===== src/rtl/prefetch_fetch_unit.sv =====
// prefetch_fetch_unit: decoupled sequential instruction fetch with credit-limited requests and a {PC,instr} FIFO.
// Define FETCH_PERF_CNT_EN to add the perf_fetched / perf_stall counter ports.
module prefetch_fetch_unit #(
    parameter int CORE         = 0,
    parameter int DATA_WIDTH   = 32,
    parameter int ADDRESS_BITS = 20,
    parameter int FIFO_DEPTH   = 4
) (
    input  logic                    clock,
    input  logic                    reset,
    input  logic                    start,
    input  logic [ADDRESS_BITS-1:0] program_address,
    input  logic                    redirect_valid,
    input  logic [ADDRESS_BITS-1:0] redirect_target,
    output logic                    mem_req,
    output logic [ADDRESS_BITS-1:0] mem_req_addr,
    input  logic                    mem_req_ready,
    input  logic                    mem_resp_valid,
    input  logic [DATA_WIDTH-1:0]   mem_resp_data,
    output logic                    inst_valid,
    input  logic                    inst_ready,
    output logic [DATA_WIDTH-1:0]   instruction,
`ifdef FETCH_PERF_CNT_EN
    output logic [31:0]             perf_fetched,
    output logic [31:0]             perf_stall,
`endif
    output logic [ADDRESS_BITS-1:0] inst_PC
);
    localparam int PW = $clog2(FIFO_DEPTH);
    localparam int CW = PW + 1;
    typedef enum logic {IDLE, RUN} state_t;
    state_t state, state_next;
    logic [ADDRESS_BITS-1:0] fetch_pc, resp_pc, redir_pc;
    logic [CW-1:0] in_flight, in_flight_next, fifo_count, drop_cnt;
    logic [PW-1:0] rd_ptr, wr_ptr;
    logic [DATA_WIDTH-1:0] data_q [FIFO_DEPTH];
    logic [ADDRESS_BITS-1:0] pc_q [FIFO_DEPTH];
    logic run, redir, accept, resp, push, pop, fifo_empty;

    // Outstanding requests plus buffered entries never exceed the FIFO depth, so every response has a slot.
    always_comb begin
        run            = state == RUN;
        redir          = start || (run && redirect_valid);
        redir_pc       = (start ? program_address : redirect_target) & ~ADDRESS_BITS'(3);
        fifo_empty     = fifo_count == '0;
        mem_req        = run && !redirect_valid && !start &&
                         (({1'b0, in_flight} + {1'b0, fifo_count}) < (CW+1)'(FIFO_DEPTH));
        accept         = mem_req && mem_req_ready;
        resp           = run && mem_resp_valid;
        push           = resp && !redir && drop_cnt == '0;
        inst_valid     = !fifo_empty && !redirect_valid && !start;
        pop            = inst_valid && inst_ready;
        in_flight_next = in_flight + CW'(accept) - CW'(resp);
        state_next     = start ? RUN : state;
        mem_req_addr   = fetch_pc >> 2;
        instruction    = fifo_empty ? '0 : data_q[rd_ptr];
        inst_PC        = fifo_empty ? '0 : pc_q[rd_ptr];
    end

    // resp_pc tracks the PC of the oldest request whose response will be kept.
    always_ff @(posedge clock) begin
        if (reset) begin
            state      <= IDLE;
            fetch_pc   <= '0;
            resp_pc    <= '0;
            in_flight  <= '0;
            drop_cnt   <= '0;
            fifo_count <= '0;
            rd_ptr     <= '0;
            wr_ptr     <= '0;
        end else begin
            state     <= state_next;
            in_flight <= in_flight_next;
            if (redir) begin
                fetch_pc   <= redir_pc;
                resp_pc    <= redir_pc;
                drop_cnt   <= in_flight_next;
                fifo_count <= '0;
                rd_ptr     <= '0;
                wr_ptr     <= '0;
            end else begin
                if (accept) fetch_pc <= fetch_pc + ADDRESS_BITS'(4);
                if (resp && drop_cnt != '0) drop_cnt <= drop_cnt - 1'b1;
                if (push) begin
                    resp_pc <= resp_pc + ADDRESS_BITS'(4);
                    wr_ptr  <= wr_ptr + 1'b1;
                end
                if (pop) rd_ptr <= rd_ptr + 1'b1;
                fifo_count <= fifo_count + CW'(push) - CW'(pop);
            end
        end
    end

    always_ff @(posedge clock) begin
        if (push) begin
            data_q[wr_ptr] <= mem_resp_data;
            pc_q[wr_ptr]   <= resp_pc;
        end
    end

`ifdef FETCH_PERF_CNT_EN
    always_ff @(posedge clock) begin
        if (reset) begin
            perf_fetched <= '0;
            perf_stall   <= '0;
        end else begin
            if (pop) perf_fetched <= perf_fetched + 1'b1;
            if (run && !inst_valid) perf_stall <= perf_stall + 1'b1;
        end
    end
`endif
endmodule


===== config.mk =====
export PLATFORM = sky130hd
export DESIGN_NAME = prefetch_fetch_unit
export DESIGN_NICKNAME = d
export VERILOG_FILES = /design/src/rtl/prefetch_fetch_unit.sv
export SDC_FILE = /design/constraint.sdc
export NUM_CORES = 1
export LEC_CHECK = 0
export ABC_AREA = 1
export CORE_AREA = 2 2 151 153
export CTS_BUF_LIST = sky130_fd_sc_hd__clkbuf_8
export CTS_CLUSTER_DIAMETER = 150
export DETAILED_ROUTE_END_ITERATION = 7
export DIE_AREA = 0 0 153 155
export GPL_TIMING_DRIVEN = 0
export HOLD_SLACK_MARGIN = 0.15
export PLACE_DENSITY = 0.8
export SLEW_MARGIN = 40
export SYNTH_ARGS = -nofsm -noshare
export SYNTH_HDL_FRONTEND = slang
export SYNTH_SLANG_ARGS = --single-unit

===== constraint.sdc =====
create_clock -name clock -period 3.5 [get_ports clock]
set_input_delay 0.525 -clock clock [delete_from_list [all_inputs] [get_ports clock]]
set_output_delay 0.525 -clock clock [all_outputs]
set_load 0.01 [all_outputs]

# Word-level counts from Yosys, hierarchy flattened
# Memory sizes are Yosys's and may differ from the RTL's. A register that Yosys moved wholly into a read port is not among the register bits.
# Index checks and enable logic that the tools add are counted.
[word_totals]
input_bits = 79
word_cells = 62
mem_count = 2
ram_bits = 208
register_bits = 54
[memory_table]
columns = ["memory", "words", "word_bits", "read_ports", "rd_clocked_by_memory_dff", "wr", "line", "text"]
rows = [
  ["data_q", 4, 32, 1, 1, 1, "36", "logic [DATA_WIDTH-1:0] data_q [FIFO_DEPTH];"],
  ["pc_q", 4, 20, 1, 1, 1, "37", "logic [ADDRESS_BITS-1:0] pc_q [FIFO_DEPTH];"],
]
[classes]
n_reduce_logical = 24
order_cmp = 1
n_addsub = 10
n_mux = 15
[op_table]
columns = ["op", "n"]
rows = [
  ["2-to-1 mux 20 bit", 6],
  ["adder 20 x 3 -> 20 bit (second input constant)", 2],
  ["2-to-1 mux 32 bit", 1],
  ["logical AND 1 bit", 12],
  ["2-to-1 mux 2 bit", 4],
  ["adder 3 x 1 -> 3 bit", 2],
  ["logical NOT 3 bit", 2],
  ["2-to-1 mux 3 bit", 2],
  ["nonzero test 2 bit", 3],
  ["subtractor 3 x 1 -> 3 bit", 2],
  ["adder 2 x 1 -> 2 bit (second input constant)", 2],
  ["adder 3 x 3 -> 4 bit", 1],
  ["logical NOT 1 bit", 4],
  ["< comparator 4 x 3 -> 1 bit (second input constant)", 1],
  ["nonzero test 3 bit", 1],
  ["subtractor 3 x 1 -> 3 bit (second input constant)", 1],
  ["2-to-1 mux 1 bit", 2],
  ["OR reduction 2 bit", 1],
  ["logical OR 1 bit", 1],
]

# Longest topological paths before layout
[depth]
ltp_word = 8
ltp_mapped = 13
ltp_nobuf = 13

# Worst setup path after synthesis
# No wires, ideal clock.
[synth_path]
path_type = "input-to-reg"
startpoint = "input redirect_valid"
endpoint = "memory data_q[0][0], enable pin"
path_buffers = 1
setup_ns = 0.458
arrival_time_ns = 3.198
path_slack_ns = -0.156
stages = 6
cell_sequence = "nand2_1 -> nand2_4 -> inv_2 -> nand4_1 -> buf_4 -> nor2_1"
[synth_via]
elab_chain_len = 7
[synth_lines]
columns = ["element", "line", "text"]
rows = [
  ["from (decl)", "13", "input logic redirect_valid,"],
  ["logical AND 1 bit", "43", "redir = start || (run && redirect_valid);"],
  ["logical OR 1 bit", "43", ""],
  ["logical NOT 1 bit", "50", "push = resp && !redir && drop_cnt == '0;"],
  ["logical AND 1 bit (2 in a row)", "50", ""],
  ["2-to-1 mux 1 bit", "95", "if (push) begin"],
  ["2-to-1 mux 1 bit (implied by the code)", "96", "data_q[wr_ptr] <= mem_resp_data;"],
  ["to (decl)", "36", ""],
]
# Every way passes these cells.

==> impl_metrics.csv <==
group,metric,value,unit
cells_and_area,nFillCells,1763,
floorplanning,start_util,0.5080,
clocking,cts_hold_buf,0,
clocking,clock_latency,0.53,ns
yosys,avgSynthCellArea,9.489,µm²
placed_design,numPortBuffers,144,
floorplanning,io_pins,153,
min_path,hold_path_startpoint,"rd_ptr[1]$_SDFFE_PP0P_",
setup_path,r2r.worst_path.cells,13,
yosys,synth_top_cell_by_area,"edfxtp_1",
outcome,outcome,"completed",
floorplanning,die_w,153,µm
timing,tightest_slew,0.5819,ns
clocking,htreeDepth,2,
timing,relSlewSlack,0.6121,
setup_path,end_kind,"output pin",
yosys,synth.top_cell.area_share,0.5319,
global_routing,grt_pass1_wl,42.84,mm
yosys,ys_types,34,
yosys,ys_ff_latch,252,
clocking,clock-sinks,252,
power_and_ir_drop,power_density,430.6,nW/µm²
setup_path,critical_path.max_stage_delay,0.61,ns
job,max-cap-violations,0,
placed_design,place_congestion,0.9035,
setup_path,crit_type,"register to output pin",
floorplanning,fp.coreArea,22230,µm²
timing,fin_crit_sh,0.9546,
min_path,hp-class,"register to register",
min_path,hold-path-cell-count,1,
clocking,path_clk_slew,0.07,ns
global_routing,grt_max_degree,19,
clocking,post_cts_buffers,0,
floorplanning,rows,55,
cells_and_area,fin_area,14080,µm²
cells_and_area,drive_gt1_frac,0.07475,
cells_and_area,area_growth,24.71,%
yosys,syn_area,11290,µm²
timing,drv_slew,0,
setup_path,cp-start-kind,"register",
setup_path,critPathMaxFanout,10,
route,drt-total-wl,27.11,mm
timing,holdWs,0.5035,ns
clocking,tritoncts,"built",
global_routing,antenna_found_initial,0,
route,drt_iter0_drc,683,
clocking,postCtsResizedCells,0,
setup_path,rr_startpoint,"fifo_count[2]$_SDFF_PP0_",
route,drc,0,
timing,hold_viol_final,0,
setup_path,reg2reg_slack,1.02,ns
setup_path,slowest_stage,"clkdlybuf4s50_1",
timing,setup_viol,0,
setup_path,arrival,2.82,ns
route,first_pass_iters,5,
timing,clock_skew,0.02547,ns
route,viasPerCell,5.309,
timing,rsz0062_at_grt,"no",
route,wire_per_inst,15.92,µm
timing,fmax,299.3,MHz
global_routing,grt_pass1_vias,8819,
setup_path,critPathBufInv,4,
clocking,root_buffer,"clkbuf_8",
route,vias,9042,
floorplanning,die_h,155,µm
yosys,yosysWarningCount,0,
cells_and_area,finalNetCount,1485,
setup_path,r2r_end,"drop_cnt[1]$_SDFFE_PP0P_",
timing,fin_crit,3.341,ns
placed_design,placed_area,13390,µm²
clocking,cts_buffer_depth,3,
setup_path,crit_family,"buffers and inverters",
cells_and_area,utilization,0.6335,
power_and_ir_drop,total_power,6.064,mW
cells_and_area,diodes,0,
yosys,yosysSeqAreaShare,0.6240,
yosys,synth.area.top_cells,"edfxtp_1 53%, nor2_1 9.6%, dfxtp_1 9.2%",
global_routing,overflow,0,
setup_path,crit_required,2.97,ns
setup_path,cp_cell_sequence,"clkbuf_1 -> inv_2 -> clkbuf_1 -> nor2_1 -> o21ai_0 -> a21oi_1 -> clkdlybuf4s50_1",
global_routing,grt_usage,0.2260,
clocking,numCtsBuffers,39,
yosys,synthCells,1190,
route,ant_nets,0,
setup_path,path_common_cell,"clkbuf_1",
setup_path,cp.depth,7,
power_and_ir_drop,max-vdd-ir-drop,0.2081,mV
power_and_ir_drop,p_leak,5.241,nW
floorplanning,dieArea,23720,µm²
placed_design,dp.final_hpwl,18.61,mm
==> layer usage <==
layer,global-route usage,vias up,share of wire
li1,-,4412,-
met1,0.2825,4132,0.40
met2,0.3914,435,0.48
met3,0.04373,63,0.091
met4,0.08774,0,0.026
met5,0,-,0
==> how the worst max path moves through the flow <==
stage,endpoint
after floorplan,data_q[0][0]$_DFFE_PP_
after global placement,data_q[3][1]$_DFFE_PP_
after detailed placement,fifo_count[2]$_SDFF_PP0_
after CTS,instruction[10]
after global routing,instruction[10]
final,inst_PC[9]
==> cells in the final DEF (no fill, tap or decap), drive strengths merged <==
master	count
clkinv	15
ha	14
a31oi	1
xnor2	5
clkbuf	69
nand3	22
clkdlybuf4s50	144
o21a	2
inv	88
conb	4
nor3	6
o21ai	154
nand2	186
a21oi	95
a211oi	2
nand4	10
dfxtp	52
o211ai	2
bufinv	1
clkinvlp	1
fa	2
o21bai	3
nor2	292
edfxtp	200
nand3b	1
xor2	4
buf	43
==> sequential cells by signal, summed over array words and instances, names as in the netlist, named ones only <==
name and cells:
data_q 128, pc_q 72, fetch_pc 18, resp_pc 18
drop_cnt 3, fifo_count 3, in_flight 3, rd_ptr 2
wr_ptr 2, run 1
==> cells in the mapped netlist, drive strengths merged <==
| cell | count |
|---|---|
| nor2 | 292 |
| clkbuf | 30 |
| o21bai | 3 |
| buf | 31 |
| conb | 1 |
| clkinv | 1 |
| ha | 14 |
| a31oi | 1 |
| nand3 | 22 |
| a21oi | 95 |
| o21ai | 154 |
| o21a | 2 |
| inv | 74 |
| nand2 | 186 |
| fa | 2 |
| dfxtp | 52 |
| xor2 | 4 |
| nand4 | 10 |
| nand3b | 1 |
| a211oi | 2 |
| edfxtp | 200 |
| o211ai | 2 |
| nor3 | 6 |
| xnor2 | 5 |
==> stage by stage <==
stage          TNS (ns)  setup WS [ns]  instances
3_3_place_gp    -443.04         -2.275       1622
3_5_place_dp          0         0.3201       1634
4_1_cts               0         0.1985       1703
5_1_grt               0        0.07075       1703
2_1_floorplan    -31.18        -0.1559       1193
6_report              0         0.1590       1703
==> where the power goes <==
part	switching (mW)	internal (mW)
Clock	1.09	1.12
Combinational	0.250	0.222
Sequential	0.0847	3.30
==> kinds of logic (layout without fill, tap and decap cells) <==
family                   count (synthesis)  count (layout)  synth area share
flip-flops                             252             252            0.6240
other                                    1               4         0.0003321
AO/OA/AOI/OAI                          259             259            0.1182
buffers and inverters                  136             361           0.05075
AND/OR/NAND/NOR                        517             517            0.1806
XOR/XNOR                                 9               9          0.006980
adder cells (fa/ha/maj)                 16              16           0.01906
==> worst register-to-register path: cells and delay by family (launching register included) <==
| family | cells | cell delay, ns |
|---|---|---|
| AO/OA/AOI/OAI | 1 | 0.07 |
| adder cells (fa/ha/maj) | 4 | 1.18 |
| flip-flops | 1 | 0.38 |
| AND/OR/NAND/NOR | 5 | 0.54 |
| buffers and inverters | 3 | 0.18 |
==> final cells by class <==
type | instances | area [µm²] | share of cell area
Clock buffer | 39 | 536.8 | 0.03812
Sequential cell | 252 | 7047 | 0.5004
Tap cell | 285 | 356.6 | 0.02532
Inverter | 75 | 281.5 | 0.01999
Buffer | 61 | 291.5 | 0.02070
Clock inverter | 30 | 158.9 | 0.01128
Multi-Input combinational cell | 805 | 3714 | 0.2637
Timing Repair Buffer | 156 | 1697 | 0.1205
Note: power is estimated with default switching activity, not from simulation.
